`src/rtl/key_repeat_filter_if.sv`:
```
// Keycode-in / command-out bundle between the keyboard register, the repeat filter and the motion block.
interface key_repeat_filter_if;
    logic [7:0] keycode_in;
    logic [7:0] key_out;
    logic       key_pulse;
    logic       key_held;
    logic [9:0] held_frames;

    modport master (
        output keycode_in,
        input  key_out,
        input  key_pulse,
        input  key_held,
        input  held_frames
    );

    modport slave (
        input  keycode_in,
        output key_out,
        output key_pulse,
        output key_held,
        output held_frames
    );
endinterface

```
`src/rtl/key_repeat_filter.sv`:
```
// W/A/S/D whitelist and frame-aligned auto-repeat for the raw keycode register.
// One pulse per press edge, then a repeat after REPEAT_DELAY frames and every REPEAT_PERIOD frames.
module key_repeat_filter #(
    parameter bit          REPEAT_EN     = 1'b1,
    parameter int unsigned REPEAT_DELAY  = 15,
    parameter int unsigned REPEAT_PERIOD = 4
) (
    input logic                frame_clk,
    input logic                Reset,
    key_repeat_filter_if.slave bus
);

    localparam logic [9:0] DELAY_LAST  = 10'(REPEAT_DELAY - 1);
    localparam logic [9:0] PERIOD_LAST = 10'(REPEAT_PERIOD - 1);
    localparam logic [9:0] HELD_MAX    = 10'd1023;

    localparam logic [7:0] KEY_W = 8'h1A;
    localparam logic [7:0] KEY_A = 8'h04;
    localparam logic [7:0] KEY_S = 8'h16;
    localparam logic [7:0] KEY_D = 8'h07;

    typedef enum logic [1:0] {
        IDLE,
        DELAY,
        REPEAT
    } state_t;

    state_t     state;
    logic [7:0] latched;
    logic [9:0] cnt;
    logic [7:0] filtered;

    // NOTE: always_comb assigns filtered on every path (default arm), so no latch is inferred.
    always_comb begin
        filtered = 8'h00;
        case (bus.keycode_in)
            KEY_W, KEY_A, KEY_S, KEY_D: filtered = bus.keycode_in;
            default:                    filtered = 8'h00;
        endcase
    end

    // NOTE: all state and outputs update with <= so every read in this block sees pre-edge values.
    always_ff @(posedge frame_clk) begin
        if (Reset) begin
            state           <= IDLE;
            latched         <= 8'h00;
            cnt             <= 10'd0;
            bus.key_out     <= 8'h00;
            bus.key_pulse   <= 1'b0;
            bus.key_held    <= 1'b0;
            bus.held_frames <= 10'd0;
        end else begin
            // Pulse is one frame wide unless a branch below re-asserts it.
            bus.key_out   <= 8'h00;
            bus.key_pulse <= 1'b0;

            if (filtered != 8'h00 && filtered != latched) begin
                // New press, including a direct switch between movement keys.
                bus.key_out     <= filtered;
                bus.key_pulse   <= 1'b1;
                bus.key_held    <= 1'b1;
                bus.held_frames <= 10'd0;
                latched         <= filtered;
                cnt             <= 10'd0;
                state           <= REPEAT_EN ? DELAY : REPEAT;
            end else if (filtered == 8'h00) begin
                state           <= IDLE;
                latched         <= 8'h00;
                cnt             <= 10'd0;
                bus.key_held    <= 1'b0;
                bus.held_frames <= 10'd0;
            end else begin
                if (bus.held_frames != HELD_MAX) begin
                    bus.held_frames <= bus.held_frames + 10'd1;
                end

                case (state)
                    DELAY: begin
                        if (cnt == DELAY_LAST) begin
                            bus.key_out   <= latched;
                            bus.key_pulse <= 1'b1;
                            cnt           <= 10'd0;
                            state         <= REPEAT;
                        end else begin
                            cnt <= cnt + 10'd1;
                        end
                    end
                    REPEAT: begin
                        // With repeat disabled the press pulse is the only one; cnt stays put.
                        if (REPEAT_EN) begin
                            if (cnt == PERIOD_LAST) begin
                                bus.key_out   <= latched;
                                bus.key_pulse <= 1'b1;
                                cnt           <= 10'd0;
                            end else begin
                                cnt <= cnt + 10'd1;
                            end
                        end
                    end
                    default: begin
                        state <= IDLE;
                    end
                endcase
            end
        end
    end

endmodule

```
`src/flat_wrapper.sv`:
```
// flat-port wrapper written by rule: the top's interface ports become plain ports
module key_repeat_filter_flat 
#(
    parameter bit          REPEAT_EN     = 1'b1,
    parameter int unsigned REPEAT_DELAY  = 15,
    parameter int unsigned REPEAT_PERIOD = 4
)
  (frame_clk, Reset, bus_keycode_in, bus_key_out, bus_key_pulse, bus_key_held, bus_held_frames);
  key_repeat_filter_if bus_i ();
  input logic frame_clk;
  input logic Reset;
  input wire logic [$bits(bus_i.keycode_in)-1:0] bus_keycode_in;
  output wire logic [$bits(bus_i.key_out)-1:0] bus_key_out;
  output wire logic [$bits(bus_i.key_pulse)-1:0] bus_key_pulse;
  output wire logic [$bits(bus_i.key_held)-1:0] bus_key_held;
  output wire logic [$bits(bus_i.held_frames)-1:0] bus_held_frames;
  assign bus_i.keycode_in = bus_keycode_in;
  assign bus_key_out = bus_i.key_out;
  assign bus_key_pulse = bus_i.key_pulse;
  assign bus_key_held = bus_i.key_held;
  assign bus_held_frames = bus_i.held_frames;
  key_repeat_filter #(.REPEAT_EN(REPEAT_EN), .REPEAT_DELAY(REPEAT_DELAY), .REPEAT_PERIOD(REPEAT_PERIOD)) u_core (.frame_clk(frame_clk), .Reset(Reset), .bus(bus_i));
endmodule
```
`config.mk`:
```
export PLATFORM = sky130hd
export DESIGN_NAME = key_repeat_filter_flat
export DESIGN_NICKNAME = d
export VERILOG_FILES = /design/src/rtl/key_repeat_filter_if.sv /design/src/rtl/key_repeat_filter.sv /design/src/flat_wrapper.sv
export SDC_FILE = /design/constraint.sdc
export NUM_CORES = 1
export LEC_CHECK = 0
export CAP_MARGIN = 25
export CORE_UTILIZATION = 38
export CTS_CLUSTER_DIAMETER = 120
export DETAILED_ROUTE_END_ITERATION = 16
export HOLD_SLACK_MARGIN = 0.06
export PLACE_DENSITY = 0.68
export SLEW_MARGIN = 30
export SYNTH_ARGS = -nofsm -noshare
export SYNTH_HDL_FRONTEND = slang
export SYNTH_SLANG_ARGS = --single-unit
```
`constraint.sdc`:
```
create_clock -name frame_clk -period 3.8 [get_ports frame_clk]
set_clock_uncertainty 0.1 [all_clocks]
set_input_delay 0.95 -clock frame_clk [delete_from_list [all_inputs] [get_ports frame_clk]]
set_output_delay 0.95 -clock frame_clk [all_outputs]
set_load 0.01 [all_outputs]
```
# After elaboration in Yosys (flattened, before gate mapping)
# Cells that the tools add are included.
# classes
n_reduce_logical	9
muxes	22
eq_ne	13
add_sub_neg	2
bitwise_logic	1
# ops
op	n
$mux 8	7
$add 10x1->10 const B	2
$mux 10	2
$pmux 10 s2	1
$eq 8x3->1 const B	2
$eq 8x5->1 const B	2
$pmux 8 s2	1
$eq 10x2->1 const B	1
$eq 10x4->1 const B	1
$ne 10x10->1 const B	1
$logic_not 8->1	1
$mux 1	8
$ne 8x8->1	1
$reduce_bool 8->1	1
$ne 4x1->1 const B	1
$pmux 2 s2	1
$reduce_and 2->1	2
$reduce_bool 2->1	2
$reduce_or 4->1	1
$ne 3x1->1 const B	1
$reduce_or 3->1	1
$eq 2x1->1 const B	1
$eq 2x2->1 const B	1
$mux 2	1
4 further kinds	4
# word_totals
out_inout_bits	20
elab_cells	55
regBits	40
input_bits	10

# Depth between registers and ports, before layout
# depth
depth_word	7
mapped_depth	8
depth_no_buf	8

# Worst setup path before layout
# OpenSTA, ideal clock, no wires.
# synth_path
path_kind	input -> register
start	input port bus_keycode_in[5]
end	register u_core.bus.key_out[1]
required_time_ns	3.579
stages	8
n_path_buf	2
arrival_time_ns	2.765
setup_time_ns	0.121
setup_slack_ns	0.813
path_cell_list	or3_1 -> buf_2 -> a211o_1 -> or3_1 -> and3_1 -> and3b_1 -> buf_6 -> mux2_4
# synth_between
elab_chain_cells	6
word_cells_on_any_way	12
classes_between	5 x eq/ne; 3 x mux; 4 x reduce/logical
# synth_rtl
item	line	source
start: declaration	flat_wrapper.sv:12	input wire logic [$bits(bus_i.keycode_in)-1:0] bus_keycode_in;
$eq 8x5->1 / $eq 8x3->1 (equally long branches)	key_repeat_filter.sv:36	case (bus.keycode_in)
$reduce_or 4->1	key_repeat_filter.sv:36	
$mux 8 (*)	key_repeat_filter.sv:36	
$logic_not 8->1, or another cell as far along	key_repeat_filter.sv:66	end else if (filtered == 8'h00) begin
$mux 8 / $logic_and 1x1->1 (equally long branches)	key_repeat_filter.sv:66, key_repeat_filter.sv:57	
$mux 8 (*)	key_repeat_filter.sv:57	if (filtered != 8'h00 && filtered != latched) begin
end signal: assignment	key_repeat_filter.sv:59	bus.key_out <= filtered;
end signal: assignment	key_repeat_filter.sv:80	bus.key_out <= latched;
end signal: assignment	key_repeat_filter.sv:92	bus.key_out <= latched;
end: declaration	key_repeat_filter_if.sv:19	output key_out,
# Mark *: on every way between the ends. The rest lies on a longest branch, timed or not.
# A chain may end at the register's enable or synchronous reset.

# Worst setup path in the final report
# Same ends and word-level chain as after synthesis.

==> results.yml <==
cts:
  tritoncts: "yes"
  cts_resized: 0
  numCtsBuffers: 5
  postCtsSetupBuffers: 0
  cts_buffer_depth: 2
  cts_root_buf: "clkbuf_8"
  cts_sinks: 40
  htreeDepth: 2
  worstSkewPairLatency_ns: 0.29
  cts.clk_slew.worst_paths_ns: 0.07
  hold_buffers: 0
global_routing:
  antenna_found_initial: 0
  overflow: 0
  grt_use_total_pct: 14.0
  grt_max_degree: 22
  grt_pass1_wl_um: 5550
  grt_pass1_vias: 1288
detailed_routing:
  post_drt_wl_per_cell_um: 11.2
  wl_um: 3200
  drt-initial-drc-count: 61
  dr.pass1.iters: 4
  detail-route-antenna-nets: 0
  vias: 1476
  drcViolationCount: 0
  viasPerCell: 5.16
worst_setup_path:
  critPathLaunch: "bus_keycode_in[5]"
  crit_path_max_fanout: 8
  critPathCapture: "u_core.bus.key_out[1]"
  arrival_ns: 3.21
  r2r_slack_ns: 1.47
  r2r-start: "u_core.state[0]"
  end_kind: "register"
  rr_worst_depth: 5
  path_class: "input port to register"
  reg2reg_to: "u_core.cnt[2]"
  start_kind: "input port"
  crit_required_ns: 3.88
final_layout:
  insertedDiodeCount: 0
  final.fill_count: 422
  final_util_pct: 50.1
  nNetsFinal: 248
  area_delta_synth_final_pct: 25.2
  most-common-layout-cells: "dfxtp_1 (40), clkdlybuf4s50_1 (29), nor2_1 (21)"
  final_common_cell: "dfxtp_1"
  drive_gt1_share_pct: 5.56
power_and_ir_drop:
  peakVddDrop_v: 0.000269
  p_per_area_nw_per_um2: 336
  p_leak_nw: 0.788
sta:
  final_max_slew_viol_count: 0
  setup_violations: 0
  setup-tns-final_ns: 0
  whs_ns: 0.350
  clock.fmax_mhz: 320
  relSlewSlack_pct: 49.5
  finalHoldViolations: 0
  tightest_slew_ns: 0.758
  period_share_pct: 82.2
  fin_crit_ns: 3.12
  grt_setup_unrepaired: "no"
floorplanning:
  die_area_um2: 4930
  die_x_um: 70.2
  die_h_um: 70.2
  core_area_um2: 4410
  pin_count: 30
  start_util_pct: 40.0
  rows: 24
synthesis:
  netlist_area_um2: 1770
  synthDistinctLibCells: 41
  yosysWarnings: 0
  yosysSeqAreaShare_pct: 45.3
  syn_area_per_cell_um2: 9.01
  netlist_instances: 196
  ys_ff_latch: 40
hold_path:
  worstHoldPathType: "register to register"
placed_design:
  gp_congestion: 0.801
  port_buffers: 29
  dpl.hpwl_um: 2330
run:
  drv_cap: 0
outcome:
  status: "completed"
## sequential cells by signal, summed over array words and instances (netlist names)
signal	count
u_core.bus.key_out	8
u_core.state	2
u_core.cnt	10
u_core.latched	8
u_core.bus.held_frames	10
u_core.bus.key_pulse	1
u_core.bus.key_held	1
## where the power goes
group	switching [W]	leakage [nW]	internal [W]
logic	0.0000163	0.419	0.0000182
clock network	0.000138	0.0445	0.000147
registers	0.00000108	0.324	0.000423
total	0.000156	0.788	0.000588
## layer usage
layer | vias up | track usage (%) | part of all wire [%]
met1 | 673 | 19.2 | 54
met3 | 7 | 4.47 | 4.5
met2 | 25 | 20.8 | 40
met5 | - | 0 | 0
met4 | 0 | 4.67 | 1.3
li1 | 771 | - | -
## worst max-delay path: stages
cell             delay [ns]
clkdlybuf4s50_1        0.41
or3_1                  0.46
a211o_1                0.30
or3_1                  0.33
and3_1                 0.18
and3b_1                0.25
mux2_4                 0.32
## kinds of logic (layout without fill, tap and decap cells)
| logic type | Yosys count | count (layout) | share of synthesized area (%) |
|---|---|---|---|
| flops | 40 | 40 | 45.3 |
| fa+ha+maj | 5 | 5 | 3.54 |
| compound gates | 31 | 31 | 12.0 |
| xor+xnor | 15 | 15 | 7.44 |
| other cells | 1 | 6 | 0.212 |
| buf+inv | 15 | 48 | 4.25 |
| simple gates | 87 | 87 | 25.8 |
| mux | 2 | 2 | 1.42 |
## how the worst min path moves through the flow
stage / from / to / slack [ns] / cells past startpoint
4_1_cts: u_core.bus.key_held / u_core.bus.key_held / 0.36 / 2
6_report: u_core.bus.key_held / u_core.bus.key_held / 0.35 / 2
5_1_grt: u_core.bus.key_held / u_core.bus.key_held / 0.39 / 2
3_5_place_dp: u_core.bus.key_held / u_core.bus.key_held / 0.35 / 2
3_3_place_gp: u_core.bus.key_held / u_core.bus.key_held / 0.35 / 2
2_1_floorplan: u_core.state[0] / u_core.state[0] / 0.35 / 2
## metrics by stage
step	area (um2)	power, W	cells	worst slack, ns
floorplan	1790	0.000450	201	0.813
global placement	2120	0.000467	278	0.410
detailed placement	2120	0.000468	278	0.374
CTS	2210	0.000757	286	0.687
global route	2210	0.000774	286	0.599
finish	2210	0.000744	286	0.676
## synth_stat cells (all sizes together)
cell type	number	share of area (%)
nand2b	4	1.4
or4	2	0.85
and2	1	0.35
and3	8	2.8
mux2	1	0.85
a211oi	3	1.3
o211ai	1	0.43
a31oi	2	0.71
xor2	12	5.9
o22ai	1	0.35
or3	3	1.1
o32a	1	0.64
nor2b	2	0.71
buf	5	2.1
o2111ai	1	0.50
or3b	1	0.50
a21oi	6	1.7
o21ai	6	1.7
a32o	1	0.57
ha	5	3.5
dfxtp	40	45
nand4	4	1.4
conb	1	0.21
nor2	21	4.5
nor3	15	4.2
mux2i	1	0.57
nand4b	1	0.50
inv	8	1.7
clkbuf	2	0.43
xnor2	3	1.5
nand3	14	4.0
a21o	3	1.3
nor4	2	0.71
a21boi	2	0.85
nand2	6	1.3
o22a	1	0.50
a211o	1	0.50
and3b	2	0.99
a32oi	2	0.99
or4b	1	0.57
## area by class of cell
type                       count  area (um2)  share of cell area [%]
multi-input combinational    146         910                    41.1
sequential                    40         801                    36.2
timing repair buffer          32         313                    14.1
clock buffer                   7        86.3                    3.90
tap                           52        65.1                    2.94
inverter                       8        30.0                    1.36
clock inverter                 1        7.51                   0.339
No activity file was read; power rests on OpenSTA's default activity.
